===== config.mk =====
export PLATFORM = sky130hd
export DESIGN_NAME = bist_march_controller
export DESIGN_NICKNAME = d
export VERILOG_FILES = /design/src/rtl/bist_pkg.sv /design/src/rtl/bist_march_rom.sv /design/src/rtl/bist_march_controller.sv
export SDC_FILE = /design/constraint.sdc
export NUM_CORES = 1
export LEC_CHECK = 0
export BUFFER_PORTS_ARGS = -buffer_cell sky130_fd_sc_hd__buf_2
export CELL_PAD_IN_SITES_DETAIL_PLACEMENT = 1
export CELL_PAD_IN_SITES_GLOBAL_PLACEMENT = 1
export CORE_MARGIN = 4
export CORE_UTILIZATION = 39
export CTS_BUF_LIST = sky130_fd_sc_hd__clkbuf_16
export DETAILED_ROUTE_END_ITERATION = 8
export GPL_TIMING_DRIVEN = 0
export PLACE_DENSITY = 0.81
export RECOVER_POWER = 100
export SLEW_MARGIN = 15
export SYNTH_ARGS = -nofsm -noshare
export SYNTH_HDL_FRONTEND = slang
export SYNTH_SLANG_ARGS = --single-unit

===== constraint.sdc =====
create_clock -name clk -period 3.4 [get_ports clk]
set_clock_uncertainty 0.2 [all_clocks]
set_input_delay 0.34 -clock clk [delete_from_list [all_inputs] [get_ports clk]]
set_output_delay 0.34 -clock clk [all_outputs]
set_load 0.02 [all_outputs]

===== src/rtl/bist_pkg.sv =====
// Shared state codes, element index type and the March C- element table
// used by the BIST march controller and its element ROM.
package bist_pkg;

  // FSM state codes
  typedef logic [2:0] state_t;

  localparam state_t S_IDLE  = 3'd0;
  localparam state_t S_SETUP = 3'd1;
  localparam state_t S_RD    = 3'd2;
  localparam state_t S_CMP   = 3'd3;
  localparam state_t S_WR    = 3'd4;
  localparam state_t S_DONE  = 3'd5;

  // March element index
  typedef logic [2:0] elem_t;

  localparam int    NUM_ELEMENTS = 6;
  localparam elem_t LAST_ELEMENT = elem_t'(NUM_ELEMENTS - 1);

  // Element table, bit i describes element Mi:
  //   M0 up w0, M1 up (r0,w1), M2 up (r1,w0),
  //   M3 down (r0,w1), M4 down (r1,w0), M5 up r0
  localparam logic [NUM_ELEMENTS-1:0] ELEM_UP     = 6'b100111;
  localparam logic [NUM_ELEMENTS-1:0] ELEM_HAS_RD = 6'b111110;
  localparam logic [NUM_ELEMENTS-1:0] ELEM_RD_VAL = 6'b010100;
  localparam logic [NUM_ELEMENTS-1:0] ELEM_HAS_WR = 6'b011111;
  localparam logic [NUM_ELEMENTS-1:0] ELEM_WR_VAL = 6'b001010;

  // Decoded per-element control bundle
  typedef struct packed {
    logic up;
    logic rd_en;
    logic rd_val;
    logic wr_en;
    logic wr_val;
  } elem_cfg_t;

endpackage


===== src/rtl/bist_march_rom.sv =====
// Combinational element ROM: element index to direction, read and write
// controls with their background values. Unused indices decode to all-0.
module bist_march_rom
  import bist_pkg::*;
(
  input  elem_t element,
  output logic  up,
  output logic  rd_en,
  output logic  rd_val,
  output logic  wr_en,
  output logic  wr_val
);

  elem_cfg_t cfg;

  // Table lookup, guarded against the two unused index codes
  always_comb begin
    cfg = '0;
    if (int'(element) < NUM_ELEMENTS) begin
      cfg.up     = ELEM_UP[element];
      cfg.rd_en  = ELEM_HAS_RD[element];
      cfg.rd_val = ELEM_RD_VAL[element];
      cfg.wr_en  = ELEM_HAS_WR[element];
      cfg.wr_val = ELEM_WR_VAL[element];
    end
  end

  assign up     = cfg.up;
  assign rd_en  = cfg.rd_en;
  assign rd_val = cfg.rd_val;
  assign wr_en  = cfg.wr_en;
  assign wr_val = cfg.wr_val;

endmodule


===== src/rtl/bist_march_controller.sv =====
// March C- BIST sequencer: drives the address generator and RAM strobes.
// Optional macro STOP_ON_FAIL_EN ends the test at the first mismatch.
module bist_march_controller
  import bist_pkg::*;
#(
  parameter int A_WIDTH = 4,
  parameter int D_WIDTH = 8
) (
  input  logic               clk,
  input  logic               reset,
  input  logic               start,
  output logic               ag_en,
  output logic               ag_up_down,
  output logic               ag_preset,
  output logic               ag_clear,
  input  logic               ag_carry,
  input  logic [A_WIDTH-1:0] ag_address,
  output logic               mem_re,
  output logic               mem_we,
  output logic [D_WIDTH-1:0] mem_wdata,
  input  logic [D_WIDTH-1:0] mem_rdata,
  output logic               busy,
  output logic               done,
  output logic               fail,
  output logic [A_WIDTH-1:0] fail_addr,
  output logic [2:0]         fail_element
);

`ifdef STOP_ON_FAIL_EN
  localparam bit STOP_ON_FAIL = 1'b1;
`else
  localparam bit STOP_ON_FAIL = 1'b0;
`endif

  state_t state;
  state_t state_n;
  elem_t  element;
  elem_t  element_n;

  logic el_up;
  logic el_rd_en;
  logic el_rd_val;
  logic el_wr_en;
  logic el_wr_val;

  logic               in_test;
  logic               take_start;
  logic               mismatch;
  logic               flag;
  logic               stop_now;
  logic [D_WIDTH-1:0] exp_data;

  bist_march_rom u_rom (
    .element (element),
    .up      (el_up),
    .rd_en   (el_rd_en),
    .rd_val  (el_rd_val),
    .wr_en   (el_wr_en),
    .wr_val  (el_wr_val)
  );

  assign in_test = (state == S_SETUP) || (state == S_RD) ||
                   (state == S_CMP)   || (state == S_WR);

  assign take_start = start &&
                      ((state == S_IDLE) || (state == S_DONE));

  assign exp_data = {D_WIDTH{el_rd_val}};

  // X on read data counts as a mismatch in simulation only
`ifdef SYNTHESIS
  assign mismatch = (mem_rdata != exp_data);
`else
  assign mismatch = (mem_rdata !== exp_data);
`endif

  assign flag = (state == S_CMP) && el_rd_en && mismatch && !fail;

  assign stop_now = STOP_ON_FAIL && flag;

  // Direction is held for the whole element, including SETUP
  assign ag_up_down = in_test && el_up;

  // Next-state, strobes and generator controls, all table-driven
  always_comb begin
    state_n   = state;
    element_n = element;
    ag_en     = 1'b0;
    ag_preset = 1'b0;
    ag_clear  = 1'b0;
    mem_re    = 1'b0;
    mem_we    = 1'b0;
    mem_wdata = '0;
    unique case (state)
      S_IDLE, S_DONE: begin
        if (start) begin
          state_n   = S_SETUP;
          element_n = '0;
        end
      end
      S_SETUP: begin
        ag_clear  = el_up;
        ag_preset = !el_up;
        state_n   = el_rd_en ? S_RD : S_WR;
      end
      S_RD: begin
        mem_re  = 1'b1;
        state_n = S_CMP;
      end
      S_CMP, S_WR: begin
        if (state == S_WR || el_wr_en) begin
          mem_we    = 1'b1;
          mem_wdata = {D_WIDTH{el_wr_val}};
        end
        if (stop_now) begin
          state_n = S_DONE;
        end else if (!ag_carry) begin
          ag_en   = 1'b1;
          state_n = el_rd_en ? S_RD : S_WR;
        end else if (element == LAST_ELEMENT) begin
          state_n = S_DONE;
        end else begin
          element_n = element + elem_t'(1);
          state_n   = S_SETUP;
        end
      end
      default: begin
        state_n   = S_IDLE;
        element_n = '0;
      end
    endcase
  end

  // State, element index and status registers
  always_ff @(posedge clk) begin
    if (!reset) begin
      state        <= S_IDLE;
      element      <= '0;
      busy         <= 1'b0;
      done         <= 1'b0;
      fail         <= 1'b0;
      fail_addr    <= '0;
      fail_element <= '0;
    end else begin
      state   <= state_n;
      element <= element_n;
      if (take_start) begin
        busy         <= 1'b1;
        done         <= 1'b0;
        fail         <= 1'b0;
        fail_addr    <= '0;
        fail_element <= '0;
      end
      if (in_test && state_n == S_DONE) begin
        busy <= 1'b0;
        done <= 1'b1;
      end
      if (flag) begin
        fail         <= 1'b1;
        fail_addr    <= ag_address;
        fail_element <= element;
      end
    end
  end

endmodule


==> results.md, run 1 <==
| Metric | Value | Unit |
|:---|:---|:---|
| Number of max-cap violations | 0 | - |
| Combined global-route utilization of all metal layers | 0.1917 | - |
| Asr flop ratio synth | 0 | - |
| Clock latency on the worst-skew pair | 0.25 | ns |
| Power density over cell area | 517.7 | mW/mm² |
| Highest achievable clock rate | 365.9 | MHz |
| Number of vias per cell | 5.382 | - |
| Startpoint kind of the worst setup timing path | flip-flop | - |
| Post-synth net total | 186 | - |
| Number of placement rows | 20 | - |
| # H-tree levels | 1 | - |
| Post-layout power | 818.7 | µW |
| Last weighted congestion value of the routability-driven placer | 0.8390 | - |
| Max VDD drop | 0.2113 | mV |
| Synthesized-area fraction occupied by ao, oa, aoi and oai cells | 0.2262 | - |
| Detailed-placement wirelength estimate | 3.054 | mm |
| Clock tree root buffer cell | clkbuf_16 | - |
| Syn Area/Cell | 7.902 | µm² |
| Chip width | 66.34 | µm |
| Hold Fails Final Rpt | 0 | - |
| Clock-pin slew of the registers on the worst-case setup and hold paths | 0.06 | ns |
| Standby leakage power | 0.6041 | nW |
| Multiplexer share of the synthesized area | 0.02545 | - |
| Number of enable flip-flop cells after synthesis | 0 | - |
| Category of the worst setup path capture point | primary output | - |
| DR WL/cell | 15.63 | µm |
| Share of post-route cells with drive strength above 1 | 0.1619 | - |
| XOR/XNOR Fraction of Synth Area | 0.01979 | - |
| Summed negative setup slack over all endpoints | 0 | ns |
| Setup Viol. Count Final | 0 | - |
| Max_slew headroom | 0.3388 | - |
| RSZ-0062 raised after global routing | no | - |
| Predominant post-synthesis flop cell | dfxtp_1 | - |
| Global-route wire length before repair | 6.541 | mm |
| Commonest non-fill, non-tap cells in the layout | 28 x clkbuf_1, 22 x a21oi_1, 21 x dfxtp_1, 19 x buf_2, 19 x nand2_1 | - |
| Clk sinks | 21 | - |
| Antenna violations before repair | 0 | - |
| Final antenna diode count | 0 | - |
| Total wire length after detailed routing | 3.970 | mm |
| Multi-input logic area | 754.5 | µm² |
| Total of cells resized after clock tree synthesis | 0 | - |
| DRC marker count from the first detailed-route iteration | 49 | - |
| Synthesized-area fraction occupied by adder cells | 0.01885 | - |
| Synthesized-area fraction occupied by and/or/nand/nor cells | 0.3035 | - |
| Number of warning messages in the yosys log | 0 | - |
| Slew of the pin with the lowest slew margin | 0.9919 | ns |
| Post-synthesis register bit count | 21 | - |
| Die Area | 0.004401 | mm² |
| Number of detailed-route iterations in the first pass | 4 | - |
| CTS Buf Count | 3 | - |
| Sequential cell area in the final layout | 420.4 | µm² |
| Number of remaining DRC errors | 0 | - |
| Top-Level Pins | 40 | - |
| Post-layout instance area | 0.001582 | mm² |
| Dominant combinational cell family by area after synthesis | simple AND/OR/NAND/NOR gates | - |
| Cell area after synthesis | 0.001328 | mm² |
| Placed Instance Area | 0.001573 | mm² |
| Fill cell total of the finished layout | 444 | - |
| Largest net degree at the start of global routing | 13 | - |
| Post-layout utilization of the core | 0.5016 | - |
| Final critical path time including I/O delays and setup | 2.733 | ns |
| Top cell type by total area after synthesis | dfxtp_1 | - |
| Number of buffers inserted to repair setup after CTS | 0 | - |
| WS Path Type | reg -> out | - |
| Final-stage net count | 229 | - |
| Number of buffer cells added on primary ports | 38 | - |
| Synthesized instance count | 168 | - |
| Tightest Hold Check Type | in -> reg | - |
| CTS tree | built | - |
| Largest cells by area after synthesis | dfxtp_1 32%, a21oi_1 7.9%, nand2_1 5.4% | - |
| Most common library cell in the layout ignoring fill and taps | clkbuf_1 | - |
| Core region area | 0.003153 | mm² |
| Vias post-DR | 1367 | - |
| Vias in the first global route | 1399 | - |
| Area growth from synthesis to final layout | 19.13 | % |
| Arrival time worst endpoint | 2.19 | ns |
| Leftover overflow at the end of global routing | 0 | - |
| CTS Buffer Depth | 2 | - |
| Sequential element share of the synthesized area | 0.3167 | - |
| Unique cell type count in the Yosys netlist | 48 | - |
| Area fraction of the dominant cell type after synthesis | 0.3167 | - |
| Required time of the critical path | 2.86 | ns |
| Outcome | finished, final reports clean | - |
| Worst hold-check slack | 0.1256 | ns |
| Final period util | 0.8039 | - |
| Die boundary height | 66.34 | µm |
| Count of hold buffers inserted by post-cts repair | 0 | - |
| Effective utilization at floorplan | 0.4210 | - |
| Slew Limit Fails | 0 | - |
| Number of nets still failing antenna checks after routing | 0 | - |
| Highest net fanout along the worst path | 8 | - |
## kinds of logic (layout without fill, tap and decap cells)
logic type,Yosys count,in the layout
multiplexers,3,3
XOR/XNOR,3,3
AND/OR/NAND/NOR,75,75
AO/OA/AOI/OAI,43,43
adder cells (fa/ha/maj),2,2
buffers and inverters,21,63
flip-flops,21,21
## worst max-delay path, cell delays in order (launching register included)
cell and delay, ns:
dfxtp_1 0.44, or3b_1 0.36, clkbuf_1 0.21, o21ai_0 0.18, and3_1 0.35, buf_4 0.15
clkbuf_1 0.24
## synth_stat cells (2+ instances only)
library cell,number
a21oi_1,21
nor2b_1,3
a21o_1,2
nor3_1,7
mux2i_1,2
clkbuf_1,5
buf_2,2
inv_1,4
buf_4,8
nor2_1,13
nand4_1,2
dfxtp_1,21
o21bai_1,2
or3_1,2
nand3b_1,9
nand3_1,3
ha_1,2
xnor2_1,3
o21ai_0,3
and3_1,3
nand2b_1,6
nand2_1,19
## layout make-up
cell class / count / share of cell area
Sequential cell: 21 / 0.2658
Tap cell: 44 / 0.03481
Clock inverter: 1 / 0.003165
Buffer: 17 / 0.05854
Timing Repair Buffer: 38 / 0.1036
Clock buffer: 3 / 0.04747
Inverter: 4 / 0.009494
Multi-Input combinational cell: 126 / 0.4771
## worst paths after layout
path / startpoint / end / slack (ns) / depth (start not counted)
setup reg to reg: state[0] / flip-flop / 0.73 / 6
hold / removal: ag_address[2] / fail_addr[2] / 0.13 / 3
setup / recovery: state[2] / mem_wdata[5] / 0.67 / 6
hold reg to reg: done / done / 0.28 / 2
## where the power goes
part / switching [mW] / internal [mW] / total (mW)
combinational: 0.177 / 0.102 / 0.279
sequential: 0.0189 / 0.268 / 0.287
clock: 0.0947 / 0.158 / 0.253
total: 0.290 / 0.528 / 0.819
## stage by stage
step | setup WS (ns) | cells
floorplan | 0.9632 | 168
global placement | 1.148 | 250
detailed placement | 1.021 | 250
CTS | 0.7186 | 254
global route | 0.4864 | 254
finish | 0.6669 | 254
## per-layer routing
layer	share of wire	global-route usage	up-vias
met3	0.038	0.02381	4
met5	0	0	-
met4	0.0073	0.05330	0
met1	0.42	0.2282	669
met2	0.53	0.3544	21
li1	-	-	673
No activity file was read; power rests on OpenSTA's default activity.
==> run 2, diff against run 1 <==
- CORE_UTILIZATION: 39 -> 36
- PLACE_DENSITY: 0.81 -> 0.75
- clock period: 3.4 -> 2.6 ns (I/O delays scaled with it)
==> run 2 against run 1 <==
Power increased by 33%. First-iteration DRC count up 84%. Cell area is 3.0% higher. Highest routed layer unchanged.
==> results.md, run 2 (synthesized netlist as in run 1, its figures left out) <==
| Metric | Value | Unit |
|:---|:---|:---|
| Outcome | finished, final reports clean | - |
| Count of buffer and inverter cells on the critical path | 3 | - |
| Highest achievable clock rate | 411.4 | MHz |
| Most common library cell in the layout ignoring fill and taps | buf_2 | - |
| Share of post-route cells with drive strength above 1 | 0.2190 | - |
| Summed negative setup slack over all endpoints | 0 | ns |
| Power density over cell area | 666.9 | mW/mm² |
| CTS tree | built | - |
| Post-placement worst setup slack | 0.3375 | ns |
| Post-layout utilization of the core | 0.4733 | - |
| Number of max-cap violations | 0 | - |
| Critical path's largest stage delay | 0.43 | ns |
| Die Area | 0.004723 | mm² |
| Largest net degree at the start of global routing | 13 | - |
| Core region area | 0.003442 | mm² |
| Slew of the pin with the lowest slew margin | 0.7151 | ns |
| Path length in cells of the critical path | 6 | - |
| Category of the worst setup path capture point | primary output | - |
| Final-stage net count | 229 | - |
| Number of nets still failing antenna checks after routing | 0 | - |
| Top-Level Pins | 40 | - |
| Standby leakage power | 0.6388 | nW |
| Sw Ratio | 0.3541 | - |
| Number of remaining DRC errors | 0 | - |
| Clock-pin slew of the registers on the worst-case setup and hold paths | 0.06 | ns |
| Reg power frac | 0.345 | - |
| Worst-case register-to-register setup slack | 0.32 | ns |
| RSZ-0062 raised after global routing | no | - |
| Clk sinks | 21 | - |
| # H-tree levels | 1 | - |
| Max_slew headroom | 0.5200 | - |
| Worst Slack Setup Final | 0.1695 | ns |
| Global-route wire length before repair | 6.327 | mm |
| CTS Buffer Depth | 2 | - |
| Final period util | 0.9348 | - |
| Number of buffer cells added on primary ports | 38 | - |
| Critical-path cell list | or3b_1 > buf_6 > o21ai_0 > and3_1 > buf_4 > buf_2 | - |
| Number of buffers inserted to repair setup after CTS | 0 | - |
| Antenna violations before repair | 0 | - |
| Total wire length after detailed routing | 3.843 | mm |
| Last weighted congestion value of the routability-driven placer | 0.8042 | - |
| Critical path's slowest cell | dfxtp_1 | - |
| Arrival time worst endpoint | 1.97 | ns |
| Crit path capture | mem_wdata[5] | - |
| # placed instances | 252 | - |
| Commonest non-fill, non-tap cells in the layout | 24 x buf_2, 21 x a21oi_1, 21 x dfxtp_1, 20 x clkbuf_1, 19 x nand2_1 | - |
| Tightest Hold Check Type | in -> reg | - |
| Chip width | 68.73 | µm |
| Detailed-placement wirelength estimate | 2.991 | mm |
| Startpoint kind of the worst setup timing path | flip-flop | - |
| Vias post-DR | 1341 | - |
| Net Sw Power | 384.7 | µW |
| CTS Buf Count | 3 | - |
| Final critical path time including I/O delays and setup | 2.430 | ns |
| Clock group share of total power | 0.306 | - |
| Area growth from synthesis to final layout | 22.71 | % |
| Required time of the critical path | 2.14 | ns |
| Effective utilization at floorplan | 0.3857 | - |
| Vias in the first global route | 1320 | - |
| Number of vias per cell | 5.238 | - |
| Number of placement rows | 21 | - |
| Final antenna diode count | 0 | - |
| Die boundary height | 68.73 | µm |
| R2R Path Start | element[1] | - |
| Clock tree root buffer cell | clkbuf_16 | - |
| Setup Viol. Count Final | 0 | - |
| Max VDD drop | 0.2935 | mV |
| Number of detailed-route iterations in the first pass | 4 | - |
| WS Path Type | reg -> out | - |
| DR WL/cell | 15.01 | µm |
| Clock latency on the worst-skew pair | 0.26 | ns |
| Slew Limit Fails | 0 | - |
| R2R depth | 7 | - |
| Hold Fails Final Rpt | 0 | - |
| Combined global-route utilization of all metal layers | 0.1790 | - |
| Worst setup path start | state[2] | - |
| Highest net fanout along the worst path | 8 | - |
| Cell internal power dissipation | 701.7 | µW |
| Part of the power in combinational logic | 0.348 | - |
| Final standard cell count with taps included and fillers excluded | 256 | - |
| Crit path max-delay family | simple AND/OR/NAND/NOR gates | - |
| Leftover overflow at the end of global routing | 0 | - |
| DRC marker count from the first detailed-route iteration | 90 | - |
==> run 2: cell types whose count changed in the layout (fill, tap and decap cells not counted), sizes merged <==
cell | before | now
buf | 24 | 34
clkbuf | 34 | 24
==> run 2: metrics by stage <==
stage          power, mW  hold slack (ns)  cell area, µm²
2_1_floorplan     0.6671           0.1775            1328
3_3_place_gp      0.7581           0.2555            1575
3_5_place_dp      0.7735           0.2649            1575
4_1_cts            1.109          0.04666            1655
5_1_grt            1.153          0.05328            1629
6_report           1.086          0.04885            1629
==> run 2: metal layers <==
layer / track usage / wire length [µm]
met1: 0.2198 / 1685
met3: 0.03728 / 199
met5: 0 / 0
met4: 0.05109 / 38
met2: 0.3135 / 1920
==> run 2: timing repair <==
item	in CTS	in global routing
hold buffers	0	0
gates resized for setup	0	2
endpoints found under the setup margin	0	7
==> run 2: worst min-delay path by stage <==
stage,start,slack (ns),endpoint,cells past startpoint
after floorplan,reset,0.18,state[2],1
after global placement,done,0.26,done,2
after detailed placement,done,0.26,done,2
after CTS,ag_address[1],0.05,fail_addr[1],3
after global routing,ag_address[2],0.05,fail_addr[2],3
final,ag_address[1],0.05,fail_addr[1],3
==> run 2: worst min-delay path: cells and delay by family <==
family | cells | cell delay [ns]
buffers and inverters | 1 | 0.10
AND/OR/NAND/NOR | 1 | 0.05
AO/OA/AOI/OAI | 1 | 0.05
==> run 2: power by group through the flow <==
| stage | clock, mW | combinational [mW] | sequential [mW] |
|---|---|---|---|
| floorplan | 0 | 0.289 | 0.379 |
| global placement | 0 | 0.378 | 0.380 |
| detailed placement | 0 | 0.392 | 0.382 |
| CTS | 0.341 | 0.394 | 0.375 |
| global route | 0.352 | 0.420 | 0.381 |
| finish | 0.333 | 0.379 | 0.375 |
==> run 2: layout make-up <==
| cell class | count | area (µm²) |
|---|---|---|
| buffer | 17 | 103.9 |
| sequential | 21 | 420.4 |
| multi-input combinational | 126 | 780.7 |
| fill | 466 | 1813 |
| tap | 46 | 57.56 |
| inverter | 4 | 15.01 |
| timing repair buffer | 38 | 171.4 |
| clock buffer | 3 | 75.07 |
| clock inverter | 1 | 5.005 |
